**src/rtl/gray_conv_arbiter.sv**
```systemverilog
// Round-robin arbiter in front of a shared BCD-to-Gray stage; result held until consumed or timed out.
// Latency: accept edge k -> out_valid after edge k+1. Requesters wait (ready low) whenever the stage is not IDLE.
module gray_conv_arbiter #(
  parameter int TIMEOUT = 15
) (
  input  logic       clk,
  input  logic       rst,
  input  logic       req0_valid,
  input  logic [3:0] req0_bcd,
  output logic       req0_ready,
  input  logic       req1_valid,
  input  logic [3:0] req1_bcd,
  output logic       req1_ready,
  output logic       out_valid,
  output logic [3:0] out_gray,
  output logic       out_id,
  output logic       out_err,
  input  logic       out_ready,
  output logic       drop_pulse,
  output logic       busy
);

  localparam int CW = (TIMEOUT < 1) ? 1 : $clog2(TIMEOUT + 1);

  typedef enum logic [1:0] {IDLE, CONV, PRESENT} state_t;

  state_t        r_state;
  state_t        w_next;
  logic [3:0]    r_bcd;
  logic          r_id;
  logic          r_last;
  logic [CW-1:0] r_cnt;
  logic [CW-1:0] w_cnt_inc;
  logic          w_gnt_vld;
  logic          w_gnt_id;
  logic          w_acc;
  logic          w_out_hs;
  logic          w_timeout;

  // Tie goes to the requester that was not served last.
  assign w_gnt_vld = req0_valid | req1_valid;
  assign w_gnt_id  = (req0_valid & req1_valid) ? ~r_last : req1_valid;
  assign w_acc     = (r_state == IDLE) & w_gnt_vld;
  assign w_out_hs  = out_valid & out_ready;
  assign w_cnt_inc = (r_cnt == CW'(TIMEOUT)) ? r_cnt : r_cnt + 1'b1;
  assign w_timeout = (TIMEOUT != 0) && (w_cnt_inc == CW'(TIMEOUT)) && !out_ready;

  always_ff @(posedge clk or posedge rst) begin
    if (rst) r_state <= IDLE;
    else     r_state <= w_next;
  end

  always_comb begin
    w_next = r_state;
    case (r_state)
      IDLE:    if (w_acc) w_next = CONV;
      CONV:    w_next = PRESENT;
      PRESENT: if (w_out_hs || w_timeout) w_next = IDLE;
      default: w_next = IDLE;
    endcase
  end

  always_comb begin
    req0_ready = 1'b0;
    req1_ready = 1'b0;
    busy       = (r_state != IDLE);
    if (r_state == IDLE && !rst && w_gnt_vld) begin
      req0_ready = ~w_gnt_id;
      req1_ready = w_gnt_id;
    end
  end

  always_ff @(posedge clk or posedge rst) begin
    if (rst) begin
      r_bcd      <= 4'd0;
      r_id       <= 1'b0;
      r_last     <= 1'b1;
      r_cnt      <= '0;
      out_valid  <= 1'b0;
      out_gray   <= 4'd0;
      out_id     <= 1'b0;
      out_err    <= 1'b0;
      drop_pulse <= 1'b0;
    end else begin
      drop_pulse <= 1'b0;
      case (r_state)
        IDLE: begin
          if (w_acc) begin
            r_bcd  <= w_gnt_id ? req1_bcd : req0_bcd;
            r_id   <= w_gnt_id;
            r_last <= w_gnt_id;
          end
        end
        CONV: begin
          // Invalid digits still get a Gray code from their raw bits.
          out_gray  <= {r_bcd[3], r_bcd[3] ^ r_bcd[2], r_bcd[2] ^ r_bcd[1], r_bcd[1] ^ r_bcd[0]};
          out_err   <= (r_bcd > 4'd9);
          out_id    <= r_id;
          out_valid <= 1'b1;
          r_cnt     <= '0;
        end
        PRESENT: begin
          if (w_out_hs) begin
            out_valid <= 1'b0;
          end else if (w_timeout) begin
            out_valid  <= 1'b0;
            drop_pulse <= 1'b1;
          end
          r_cnt <= w_cnt_inc;
        end
        default: ;
      endcase
    end
  end

endmodule

```
**config.mk**
```make
export PLATFORM = sky130hd
export DESIGN_NAME = gray_conv_arbiter
export DESIGN_NICKNAME = d
export VERILOG_FILES = /design/src/rtl/gray_conv_arbiter.sv
export SDC_FILE = /design/constraint.sdc
export NUM_CORES = 1
export LEC_CHECK = 0
export BUFFER_PORTS_ARGS = -buffer_cell sky130_fd_sc_hd__buf_2
export CAP_MARGIN = 10
export CORE_MARGIN = 3
export CORE_UTILIZATION = 40
export CTS_CLUSTER_DIAMETER = 200
export DETAILED_ROUTE_END_ITERATION = 8
export PLACE_DENSITY = 0.65
export SLEW_MARGIN = 10
export SYNTH_ARGS = -nofsm -noshare
export SYNTH_HDL_FRONTEND = slang
export SYNTH_SLANG_ARGS = --single-unit
```
**constraint.sdc**
```tcl
create_clock -name clk -period 2.28 [get_ports clk]
set_input_delay 0.228 -clock clk [delete_from_list [all_inputs] [get_ports clk]]
set_output_delay 0.228 -clock clk [all_outputs]
set_load 0.01 [all_outputs]
```
# Word-level counts from Yosys, hierarchy flattened
# Cells that the tools add are included.
dict set report word_totals {
  reg_bits 20
  input_bits 13
  elab_cells 55
}
dict set report classes {
  n_addsub 1
  mux 15
  n_reduce_logical 12
  eq_ne 7
  magnitude_cmp 1
  n_bitwise 9
}
# cell n
set ops {}
lappend ops {{equality test 4 bit (second input constant)} 2}
lappend ops {{two-way mux 1 bit} 8}
lappend ops {{two-way mux 4 bit} 2}
lappend ops {{case mux 4 bit (2 select lines)} 1}
lappend ops {{case mux 2 bit (3 select lines)} 1}
lappend ops {{AND reduction 2 bit} 3}
lappend ops {{adder 4 x 1 -> 4 bit (second input constant)} 1}
lappend ops {{> comparator 4 bit (second input constant)} 1}
lappend ops {{two-way mux 2 bit} 2}
lappend ops {{!= test 2 bit (second input constant)} 2}
lappend ops {{nonzero test 2 bit} 2}
lappend ops {{bitwise AND 1 bit} 3}
lappend ops {{logical AND 1 bit} 3}
lappend ops {{!= test 3 bit (second input constant)} 1}
lappend ops {{XOR 1 bit} 3}
lappend ops {{equality test 2 x 1 -> 1 bit (second input constant)} 1}
lappend ops {{equality test 2 bit (second input constant)} 1}
lappend ops {{zero test 1 bit} 2}
lappend ops {{zero test 2 bit} 1}
lappend ops {{inverter 1 bit} 2}
lappend ops {{case mux 1 bit (2 select lines)} 1}
lappend ops {{logical OR 1 bit} 1}
lappend ops {{bitwise OR 1 bit} 1}

# Logic depth before layout (Yosys ltp)
dict set report logic_depth {
  word_depth 7
  depth_mapped 7
}

# Worst setup path before layout
# OpenSTA, ideal clock, no wires.
dict set report synth_timing {
  path_type {register -> register}
  startpoint {reg r_cnt[0]}
  endpoint {reg r_state[1]}
  path_buffers 0
  setup_ns 0.125
  period_less_slack_ns 1.592
  slack_ns 0.688
  stages_incl_launch_ff 6
  arrival_time_ns 1.467
  cell_sequence {dfrtp_1 > ha_1 > xnor2_1 > o22ai_2 > o32ai_1 > mux2_4}
}
dict set report synth_via {
  elab_chain_cells 7
}
# item line
set synth_rtl {}
lappend synth_rtl {{start: declaration} 32} ;# logic [CW-1:0] r_cnt;
lappend synth_rtl {{start signal: assignment} 109} ;# r_cnt <= w_cnt_inc;
lappend synth_rtl {{adder 4 x 1 -> 4 bit or equality test 4 bit (tied branches)} 45} ;# assign w_cnt_inc = (r_cnt == CW'(TIMEOUT)) ? r_cnt : r_cnt + 1'b1;
lappend synth_rtl {{two-way mux 4 bit *} 45}
lappend synth_rtl {{equality test 4 bit *} 46} ;# assign w_timeout = (TIMEOUT != 0) && (w_cnt_inc == CW'(TIMEOUT)) && !out_ready;
lappend synth_rtl {{logical AND 1 bit *} 46}
lappend synth_rtl {{logical OR 1 bit *} 58} ;# PRESENT: if (w_out_hs || w_timeout) w_next = IDLE;
lappend synth_rtl {{!= test 2 bit (no source line) *} --}
lappend synth_rtl {{AND reduction 2 bit (no source line) *} --}
lappend synth_rtl {{end signal: assignment} 50} ;# else r_state <= w_next;
lappend synth_rtl {{end: declaration} 27} ;# state_t r_state;
# Every way passes the cells marked *; elsewhere a longest branch is shown, timed or not.
# A chain may end at the register's enable or synchronous reset.

# Final worst setup path
dict set report layout_timing {
  startpoint {reg r_state[1]}
  endpoint {out req0_ready}
}
dict set report layout_via {
  elab_chain_cells 4
}
# item line
set layout_rtl {}
lappend layout_rtl {{zero test 2 bit} 67} ;# if (r_state == IDLE && !rst && w_gnt_vld) begin
lappend layout_rtl {{logical AND 1 bit (2 in a row)} 67}
lappend layout_rtl {{two-way mux 1 bit} 67}
lappend layout_rtl {{end: declaration} 10} ;# output logic req0_ready,
# No other way between the ends.

==> metrics list <==
* Outcome: completed
* Count of buffering cells on the critical path with inverters included: 2
- The count of nets left with antenna violations once routing finished came out at 0.
- Post-route clock period utilization: 88.72%
- The min-delay analysis places its worst path in the category in2async.
- At the worst endpoint, the required time is 2050 ps.
* Non-Filler Cell Area, Final: 1276 um^2
- The detailed router finished its first iteration with 22 violations.
* CTS Buf Count: 3
* Setup repair after global routing missed its margin: no
- Final hold viol count: 0
- Total wire length after detailed routing: 2017 um
- In this run, synthesis inferred 0 flip-flops with an integrated enable.
- Power consumption: 1510 uW
- Largest area contributor in the synthesized netlist: sky130_fd_sc_hd__dfrtp_1
- Arrival time at the worst endpoint: 1790 ps
- Maximum clock insertion buffer count: 2
- Root Driver: sky130_fd_sc_hd__clkbuf_4
- Setup Fix Bufs, Post-CTS: 0
- CTS sink count: 20
- CTS built an H-tree with a depth of 1.
- After detailed routing, the average wire length per cell comes to 12.22 um.
* Vias/cell: 5.224
- Gp weighted congestion: 0.8018
* Headroom to the max-slew limit: 48.74%
- Dividing the synthesized area by the synthesized cell count gives 9.887 um^2.
- Number of global-route vias before repair: 866
* Count of instances resized after the clock tree is built: 0
* Layout cells sized above 1: 26.67%
- For the final database, setup skew stands at 1.367 ps.
- Insertion delay to the later sink of the worst-skew pair: 290 ps
- Detailed Routing Iterations Pass 1: 4
* Top area cells in the synthesized netlist: sky130_fd_sc_hd__dfrtp_1, sky130_fd_sc_hd__ha_1, sky130_fd_sc_hd__nand2_1, sky130_fd_sc_hd__mux2_2, sky130_fd_sc_hd__a21oi_1
* Count leader, synth: sky130_fd_sc_hd__dfrtp_1
* Maximum ir drop on the vdd rail: 547.4 uV
* Remaining Overflow, GRT: 0
- CTS tree: done
* Accumulated negative setup slack: 0 ps
- Fmax achieved: 494.4 MHz
* Endpoint kind of the worst setup timing path: output pin
* Number of nets in the final layout: 158
* Worst-case hold slack: 75.58 ps
- Number of diodes: 0
- Sequential-to-total area share from yosys stat: 45.31%
- Worst setup path category: reg2out
* Proportion of netlist area held by the largest area contributor: 42.94%
- Synthesis warning total: 0
- Along the worst path, the maximum fanout reaches 10.
- Most instantiated flip-flop cell in the synthesis netlist: sky130_fd_sc_hd__dfrtp_1
- Power spread over the standard cell area amounts to 1183 nW/um^2.
* Post-synth ARST share: 100.0%
* Die Footprint: 3436 um^2
- Summed over all nets, the half-perimeter wirelength after detailed placement is 1554 um.
- On the critical path, the stage with the largest delay is an instance of sky130_fd_sc_hd__dfrtp_1.
- Clk pin slew, worst setup/hold paths: 110 ps
- Count of different cell masters after synthesis: 33
* Netlist area before placement: 1107 um^2
- Max Slew Vio Count: 0
* Critical Path Source Type: flip-flop
* Delay of the slowest critical-path stage: 420 ps
* Vert. Die Dim: 58.62 um
- Core Area: 2545 um^2
- Once the floorplan was initialized, standard cells occupied 43.51% of the core.
- The cell family contributing the most delay on the critical path is flip-flops.
* Maximum capacitance violations: 0
- Leakage power figure: 0.0006194 uW
- PortBufs: 23
* Cell area after placement: 1240 um^2
- Multi-input logic area: 544.3 um^2
- Antenna violations before repair: 0
* Synth Register Bits: 20
- The first global-routing pass estimated 3712 um of wire.
- Syn_nets: 134
* Ports placed on the boundary: 24
- Area growth from synthesis to final layout: 15.25%
- Hold Buf Count CTS: 0
- Cells fill 50.15% of the core in the end.
* Maximum number of pins on one net before global-route repair: 21
* # DRC: 0
* Top cell types by occurrence after synthesis: sky130_fd_sc_hd__dfrtp_1, sky130_fd_sc_hd__nand2_1, sky130_fd_sc_hd__inv_1, sky130_fd_sc_hd__ha_1, sky130_fd_sc_hd__a21oi_1
- Minimum clock period after layout: 2023 ps
- Worst-Margin Slew: 768.1 ps
- Gate Count Post-Synth: 112
- The floorplan has 18 rows.
- Sequence of cells on the critical path: inv_1 -> ha_1 -> o21ai_1 -> nor3_1 -> buf_2
- Global routing consumed, over all layers together, 14.11% of the routing resources.
- Sequential cell area: 501.7 um^2
* Final setup viols: 0
- Summing over every cut layer, the via total after detailed routing is 862.
- The die is 58.62 um wide.
- Number of fill cells in the layout: 246
[sequential cells by signal (all words and copies together), names as in the netlist]
register / count
out_id: 1
out_err: 1
r_bcd: 4
r_id: 1
r_last: 1
r_cnt: 4
drop_pulse: 1
out_valid: 1
out_gray: 4
r_state: 2
[metal layers]
| layer | wire (um) | vias to the layer above | GRT usage, % | share of wire, % |
|---|---|---|---|---|
| met5 | 0 | - | 0 | 0 |
| met4 | 13 | 0 | 4.854 | 0.64 |
| met3 | 115 | 2 | 2.851 | 5.7 |
| met2 | 959 | 18 | 24.56 | 48 |
| met1 | 928 | 407 | 17.34 | 46 |
| li1 | - | 435 | - | - |
[worst paths after layout]
| kind | startpoint | endpoint | slack [ps] | depth (start not counted) |
|---|---|---|---|---|
| max reg2reg | r_cnt[0] | r_state[1] | 560 | 5 |
| min | rst | out_id | 80 | 2 |
| max in group asynchronous | rst | out_gray[0] | 1730 | 2 |
| min in group clk | req0_bcd[0] | r_bcd[0] | 150 | 3 |
| max | r_state[1] | req0_ready | 260 | 5 |
| min reg2reg | r_id | r_id | 490 | 2 |
[worst reg2reg max path, stage by stage (launching register included)]
cell                      delay (ps)
sky130_fd_sc_hd__dfrtp_1         460
sky130_fd_sc_hd__ha_1            300
sky130_fd_sc_hd__xnor2_1         220
sky130_fd_sc_hd__o22ai_2         120
sky130_fd_sc_hd__o32ai_1         190
sky130_fd_sc_hd__mux2_4          330
[layout make-up]
| cell class | instances | area share, % |
|---|---|---|
| timing repair buffer | 23 | 9.020 |
| clock buffer | 4 | 2.843 |
| inverter | 11 | 3.235 |
| sequential | 20 | 39.31 |
| tap | 30 | 2.941 |
| multi-input combinational | 77 | 42.65 |
[cell usage in the layout (no fill, tap or decap), types with 2 or more instances in the layout]
cell type / synthesis / final
sky130_fd_sc_hd__a21oi_1: 8 / 8
sky130_fd_sc_hd__buf_2: 1 / 23
sky130_fd_sc_hd__clkbuf_4: 0 / 3
sky130_fd_sc_hd__dfrtp_1: 19 / 19
sky130_fd_sc_hd__ha_1: 9 / 9
sky130_fd_sc_hd__inv_1: 10 / 10
sky130_fd_sc_hd__mux2_2: 4 / 4
sky130_fd_sc_hd__mux2i_1: 4 / 4
sky130_fd_sc_hd__nand2_1: 13 / 13
sky130_fd_sc_hd__nand2b_1: 3 / 3
sky130_fd_sc_hd__nand3_1: 4 / 4
sky130_fd_sc_hd__nor2_1: 5 / 5
sky130_fd_sc_hd__o21ai_0: 5 / 5
sky130_fd_sc_hd__o21ai_1: 4 / 4
sky130_fd_sc_hd__o22ai_1: 2 / 2
sky130_fd_sc_hd__xnor2_1: 2 / 2
[cell families (layout without fill, tap and decap cells)]
logic type	Yosys count	count (layout)	share of synthesized area (%)
simple gates	29	29	12.20
buf+inv	15	38	5.537
xor+xnor	2	2	1.582
fa+ha+maj	9	9	10.17
compound gates	28	28	16.16
mux	9	9	9.039
flops	20	20	45.31
[through the flow]
stage,instances,setup WS (ps)
after detailed placement,161,581.3
final,165,257.2
after global placement,161,617.4
after floorplan,112,687.9
after CTS,165,260.2
after global routing,165,15.98
[report_power, final]
part / leakage, uW / total [uW] / internal (uW) / switching, uW
clock network: 0.0000210 / 202 / 97.2 / 105
registers: 0.000247 / 603 / 500 / 103
logic: 0.000351 / 705 / 320 / 385
total: 0.000619 / 1510 / 917 / 593
Note: power is estimated with default switching activity, not from simulation.
